$ cat config.mk
export PLATFORM = sky130hd
export DESIGN_NAME = prs_lfsr_gen_flat
export DESIGN_NICKNAME = d
export VERILOG_FILES = /design/src/rtl/prs_lfsr_gen_if.sv /design/src/rtl/prs_lfsr_gen.sv /design/src/flat_wrapper.sv
export SDC_FILE = /design/constraint.sdc
export NUM_CORES = 1
export LEC_CHECK = 0
export BUFFER_PORTS_ARGS = -buffer_cell sky130_fd_sc_hd__buf_2
export CORE_MARGIN = 3
export CORE_UTILIZATION = 47
export CTS_BUF_LIST = sky130_fd_sc_hd__clkbuf_8
export DETAILED_ROUTE_END_ITERATION = 10
export GPL_TIMING_DRIVEN = 0
export PLACE_DENSITY = 0.72
export SLEW_MARGIN = 10
export SYNTH_ARGS = -nofsm -noshare
export SYNTH_HDL_FRONTEND = slang
export SYNTH_SLANG_ARGS = --single-unit
$ cat constraint.sdc
create_clock -name CLK -period 3.8 [get_ports CLK]
set_input_delay 0.19 -clock CLK [delete_from_list [all_inputs] [get_ports CLK]]
set_output_delay 0.19 -clock CLK [all_outputs]
set_load 0.005 [all_outputs]
$ cat src/rtl/prs_lfsr_gen_if.sv
// Bundle of control, seed and status signals for the pseudo-random sequence generator.
// The master drives step/load/seed and the slave (the generator) drives state and status.
interface prs_lfsr_gen_if #(
    parameter int WIDTH = 8
);
    logic             en;
    logic             load;
    logic [WIDTH-1:0] seed;
    logic [WIDTH-1:0] prs;
    logic             prs_bit;
    logic             wrap;
    logic [WIDTH-1:0] period;
    logic             period_valid;
    logic             lockup;

    modport master (
        output en, load, seed,
        input  prs, prs_bit, wrap, period, period_valid, lockup
    );

    modport slave (
        input  en, load, seed,
        output prs, prs_bit, wrap, period, period_valid, lockup
    );
endinterface

$ cat src/rtl/prs_lfsr_gen.sv
// Fibonacci XNOR LFSR with seed load, lock-up recovery and on-line period measurement.
// State shifts toward the MSB; feedback enters at bit 0 and prs_bit is the MSB.
module prs_lfsr_gen #(
    parameter int               WIDTH = 8,
    parameter logic [WIDTH-1:0] TAPS  = 8'hB8
) (
    input  logic          CLK,
    input  logic          RST,
    prs_lfsr_gen_if.slave bus
);
    localparam logic [WIDTH-1:0] ALL_ONES = '1;
    localparam logic [WIDTH-1:0] ZERO     = '0;
    localparam logic [WIDTH-1:0] ONE      = {{(WIDTH-1){1'b0}}, 1'b1};

    logic [WIDTH-1:0] prs_r;
    logic [WIDTH-1:0] start_r;
    logic [WIDTH-1:0] cnt_r;
    logic [WIDTH-1:0] period_r;
    logic             period_valid_r;
    logic             wrap_r;
    logic             lockup_r;

    logic [WIDTH-1:0] next_s;
    logic [WIDTH-1:0] cnt_inc_s;
    logic             locked_s;
    logic             cnt_sat_s;

    // XNOR of the tapped state bits; all-ones keeps it at 1, hence the lock-up state.
    function automatic logic feedback(input logic [WIDTH-1:0] state);
        return ~(^(state & TAPS));
    endfunction

    // Next-state and counter arithmetic for the normal step.
    always_comb begin
        next_s    = {prs_r[WIDTH-2:0], feedback(prs_r)};
        cnt_inc_s = cnt_r + ONE;
        locked_s  = (prs_r == ALL_ONES);
        cnt_sat_s = (cnt_r == ALL_ONES);
    end

    // State, measurement and pulse registers; load beats en, lock-up beats a normal step.
    always_ff @(posedge CLK or posedge RST) begin
        if (RST) begin
            prs_r          <= ZERO;
            start_r        <= ZERO;
            cnt_r          <= ZERO;
            period_r       <= ZERO;
            period_valid_r <= 1'b0;
            wrap_r         <= 1'b0;
            lockup_r       <= 1'b0;
        end else if (bus.load) begin
            prs_r          <= bus.seed;
            start_r        <= bus.seed;
            cnt_r          <= ZERO;
            period_valid_r <= 1'b0;
            wrap_r         <= 1'b0;
            lockup_r       <= 1'b0;
        end else if (bus.en) begin
            if (locked_s) begin
                // Escape to the reset state instead of stepping; the measurement restarts there.
                prs_r          <= ZERO;
                start_r        <= ZERO;
                cnt_r          <= ZERO;
                period_valid_r <= 1'b0;
                wrap_r         <= 1'b0;
                lockup_r       <= 1'b1;
            end else begin
                prs_r    <= next_s;
                lockup_r <= 1'b0;
                if (next_s == start_r) begin
                    wrap_r         <= 1'b1;
                    period_r       <= cnt_inc_s;
                    period_valid_r <= 1'b1;
                    cnt_r          <= ZERO;
                end else begin
                    wrap_r <= 1'b0;
                    // A start state on a transient tail never recurs, so the count must not wrap.
                    if (!cnt_sat_s) begin
                        cnt_r <= cnt_inc_s;
                    end else begin
                        cnt_r <= cnt_r;
                    end
                end
            end
        end else begin
            wrap_r   <= 1'b0;
            lockup_r <= 1'b0;
        end
    end

    assign bus.prs          = prs_r;
    assign bus.prs_bit      = prs_r[WIDTH-1];
    assign bus.wrap         = wrap_r;
    assign bus.period       = period_r;
    assign bus.period_valid = period_valid_r;
    assign bus.lockup       = lockup_r;

endmodule

$ cat src/flat_wrapper.sv
// flat-port wrapper written by rule: the top's interface ports become plain ports
module prs_lfsr_gen_flat 
#(
    parameter int               WIDTH = 8,
    parameter logic [WIDTH-1:0] TAPS  = 8'hB8
)
  (CLK, RST, bus_en, bus_load, bus_seed, bus_prs, bus_prs_bit, bus_wrap, bus_period, bus_period_valid, bus_lockup);
  prs_lfsr_gen_if #(.WIDTH(WIDTH)) bus_i ();
  input  logic CLK;
  input  logic RST;
  input wire logic [$bits(bus_i.en)-1:0] bus_en;
  input wire logic [$bits(bus_i.load)-1:0] bus_load;
  input wire logic [$bits(bus_i.seed)-1:0] bus_seed;
  output wire logic [$bits(bus_i.prs)-1:0] bus_prs;
  output wire logic [$bits(bus_i.prs_bit)-1:0] bus_prs_bit;
  output wire logic [$bits(bus_i.wrap)-1:0] bus_wrap;
  output wire logic [$bits(bus_i.period)-1:0] bus_period;
  output wire logic [$bits(bus_i.period_valid)-1:0] bus_period_valid;
  output wire logic [$bits(bus_i.lockup)-1:0] bus_lockup;
  assign bus_i.en = bus_en;
  assign bus_i.load = bus_load;
  assign bus_i.seed = bus_seed;
  assign bus_prs = bus_i.prs;
  assign bus_prs_bit = bus_i.prs_bit;
  assign bus_wrap = bus_i.wrap;
  assign bus_period = bus_i.period;
  assign bus_period_valid = bus_i.period_valid;
  assign bus_lockup = bus_i.lockup;
  prs_lfsr_gen #(.WIDTH(WIDTH), .TAPS(TAPS)) u_core (.CLK(CLK), .RST(RST), .bus(bus_i));
endmodule
==> results.json <==
{
  "run_status": "completed",
  "gp_congestion": 0.852,
  "fp.dieW_um": 67.0,
  "setup-violations-final": 0,
  "syn_to_final_growth_pct": 16.8,
  "max-vdd-ir-drop_mv": 0.196,
  "topRoutingLayerUsed": "met4",
  "fin_crit_ns": 2.19,
  "cts_tree": "built",
  "portBuffers": 31,
  "dieHeight_um": 67.0,
  "startpoint": "u_core.bus.prs[4]",
  "drc": 0,
  "stdcell_count": 257,
  "synth_area_um2": 1750,
  "syn_inst": 172,
  "endpoint_kind": "register",
  "drt_iter0_drc": 62,
  "drt-total-wl_um": 3560,
  "fp.coreArea_um2": 3470,
  "ys_warn_count": 0,
  "hold_buffers": 0,
  "tightest_slew_ns": 0.718,
  "fmax_mhz": 456,
  "start_util_pct": 50.4,
  "grt_pass1_wl_um": 6100,
  "routedWlPerCell_um": 13.9,
  "rsz0062_at_grt": "false",
  "final_common_cell": "dfrtp_1",
  "h-tree-depth": 2,
  "fin_hold_ws_ns": 0.0174,
  "gr-usage-all-layers_pct": 18.4,
  "critPathMaxFanout": 9,
  "met1Wirelength_um": 1570,
  "synthesis.nets": 186,
  "worstReg2RegStart": "u_core.bus.prs[4]",
  "slew_headroom_pct": 52.1,
  "root_buffer": "clkbuf_8",
  "placedCellCount": 249,
  "clk_latency_ns": 0.29,
  "die_area_um2": 4490,
  "viasPerCell": 5.32,
  "dp_hpwl_um": 2560,
  "cts_setup_buffers": 0,
  "drive_gt1_share_pct": 25.1,
  "num_vias": 1367,
  "yosysUniqueCellTypes": 31,
  "diodes": 0,
  "yosysSeqAreaShare_pct": 50.1,
  "hold_path_class": "in -> async",
  "post-route-period-util_pct": 57.7,
  "wl_met3_um": 215,
  "reg2reg_slack_ns": 1.61,
  "crit_type": "reg -> reg",
  "timing.final.max_slew_violations": 0,
  "start_kind": "register",
  "fin_tns_setup_ns": 0,
  "cts_resized": 0,
  "clock-sinks": 35,
  "hold_viol": 0,
  "p_per_area_nw_per_um2": 389,
  "mostFrequentLayoutCells": "35 x dfrtp_1, 31 x buf_2, 25 x nand2_1",
  "clk_pin_slew_ns": 0.07,
  "grt_max_degree": 36,
  "ff2ff_path_depth": 7,
  "wl_met2_um": 1710,
  "crit_arrival_ns": 2.35,
  "ys_ff_latch": 35,
  "cp_data_required_time_ns": 3.96,
  "regToRegEndpoint": "u_core.bus.period[2]",
  "antenna_found_initial": 0,
  "maxCapViolCount": 0,
  "leakage_nw": 1.06,
  "worst_clock_skew_ns": 0.00921,
  "drt_pass1_iterations": 4,
  "rows": 21,
  "fin_area_um2": 2040,
  "ios": 32,
  "clockBufferDepth": 2,
  "cts_made_buffers": 5,
  "syn_avg_cell_area_um2": 10.2,
  "overflow": 0,
  "fin_nets": 224,
  "ant_nets": 0,
  "grt_pass1_vias": 1406,
  "placed_area_um2": 1960
}
-- kinds of logic (layout without fill, tap and decap cells) --
| family | after synthesis | count (layout) | synth area share [%] |
|---|---|---|---|
| AO/OA/AOI/OAI | 34 | 34 | 10.7 |
| flip-flops | 35 | 35 | 50.1 |
| AND/OR/NAND/NOR | 66 | 66 | 19.0 |
| multiplexers | 9 | 9 | 7.15 |
| XOR/XNOR | 15 | 15 | 8.73 |
| buffers and inverters | 11 | 50 | 3.00 |
| adder cells (fa/ha/maj) | 2 | 2 | 1.43 |
-- report_power, final --
group	switching (W)	total [W]	leakage (nW)	internal, W
clock network	0.000125	0.000248	0.0505	0.000123
registers	0.0000261	0.000422	0.453	0.000396
logic	0.0000657	0.000124	0.559	0.0000581
-- layer usage --
| layer | track usage [%] | vias to the layer above |
|---|---|---|
| met5 | 0 | - |
| met4 | 7.09 | 0 |
| met3 | 5.56 | 6 |
| met2 | 32.6 | 43 |
| met1 | 20.2 | 655 |
| li1 | - | 663 |
-- critical path, cell delays in order (launching register included) --
cell and delay, ns:
dfrtp_1 0.45, ha_1 0.32, xnor3_1 0.26, xnor2_2 0.21, nand3_2 0.12, nor3b_2 0.20, buf_6 0.19, mux2_4 0.31
-- per-stage QoR --
| stage | power [W] | utilization [%] | setup slack, ns |
|---|---|---|---|
| final | 0.000794 | 58.9 | 1.61 |
| after global routing | 0.000837 | 58.9 | 1.48 |
| after CTS | 0.000805 | 58.9 | 1.60 |
| after detailed placement | 0.000554 | 56.6 | 1.62 |
| after global placement | 0.000549 | 56.6 | 1.66 |
| after floorplan | 0.000512 | - | 1.78 |
-- final cells by class --
class                   count  area, um^2
fillers                   322        1430
flip-flops and latches     35         876
multi-input cells         126         821
repair buffers             31         155
clock buffers               5        68.8
well taps                  46        57.6
plain buffers               8        41.3
clock inverters             3        12.5
inverters                   3        11.3
-- how the worst max path moves through the flow --
stage / end / slack (ns) / cells after the start
4_1_cts: u_core.bus.period[2] / 1.60 / 7
6_report: u_core.bus.period[2] / 1.61 / 7
2_1_floorplan: u_core.bus.period[1] / 1.78 / 7
3_5_place_dp: u_core.bus.period[2] / 1.62 / 7
5_1_grt: u_core.bus.period[6] / 1.48 / 8
3_3_place_gp: u_core.bus.period[6] / 1.66 / 7
-- Yosys cell counts (all sizes together) --
library cell	n	area, um^2
xnor2	1	16.3
nor3	1	5.00
o21a	1	7.51
o21ai	9	45.0
o21bai	1	7.51
nand3b	1	7.51
nand4	2	12.5
and3	6	37.5
nor2b	9	56.3
xor2	13	114
a31oi	1	12.5
ha	2	25.0
mux2	7	105
nand2	25	93.8
clkbuf	5	18.8
nand3	9	50.1
dfrtp	35	876
or2	1	6.26
mux2i	2	20.0
inv	3	11.3
nor4	1	12.5
a41oi	1	8.76
buf	3	22.5
nor3b	1	12.5
nor2	10	37.5
a21oi	21	105
xnor3	1	22.5
-- registers in the layout (all words and copies together), names as in the netlist --
register and count:
u_core.bus.period 8, u_core.cnt_r 8, u_core.bus.wrap 1, u_core.bus.lockup 1, u_core.bus.prs 8, u_core.bus.period_valid 1
u_core.start_r 8
No activity file was read; power rests on OpenSTA's default activity.
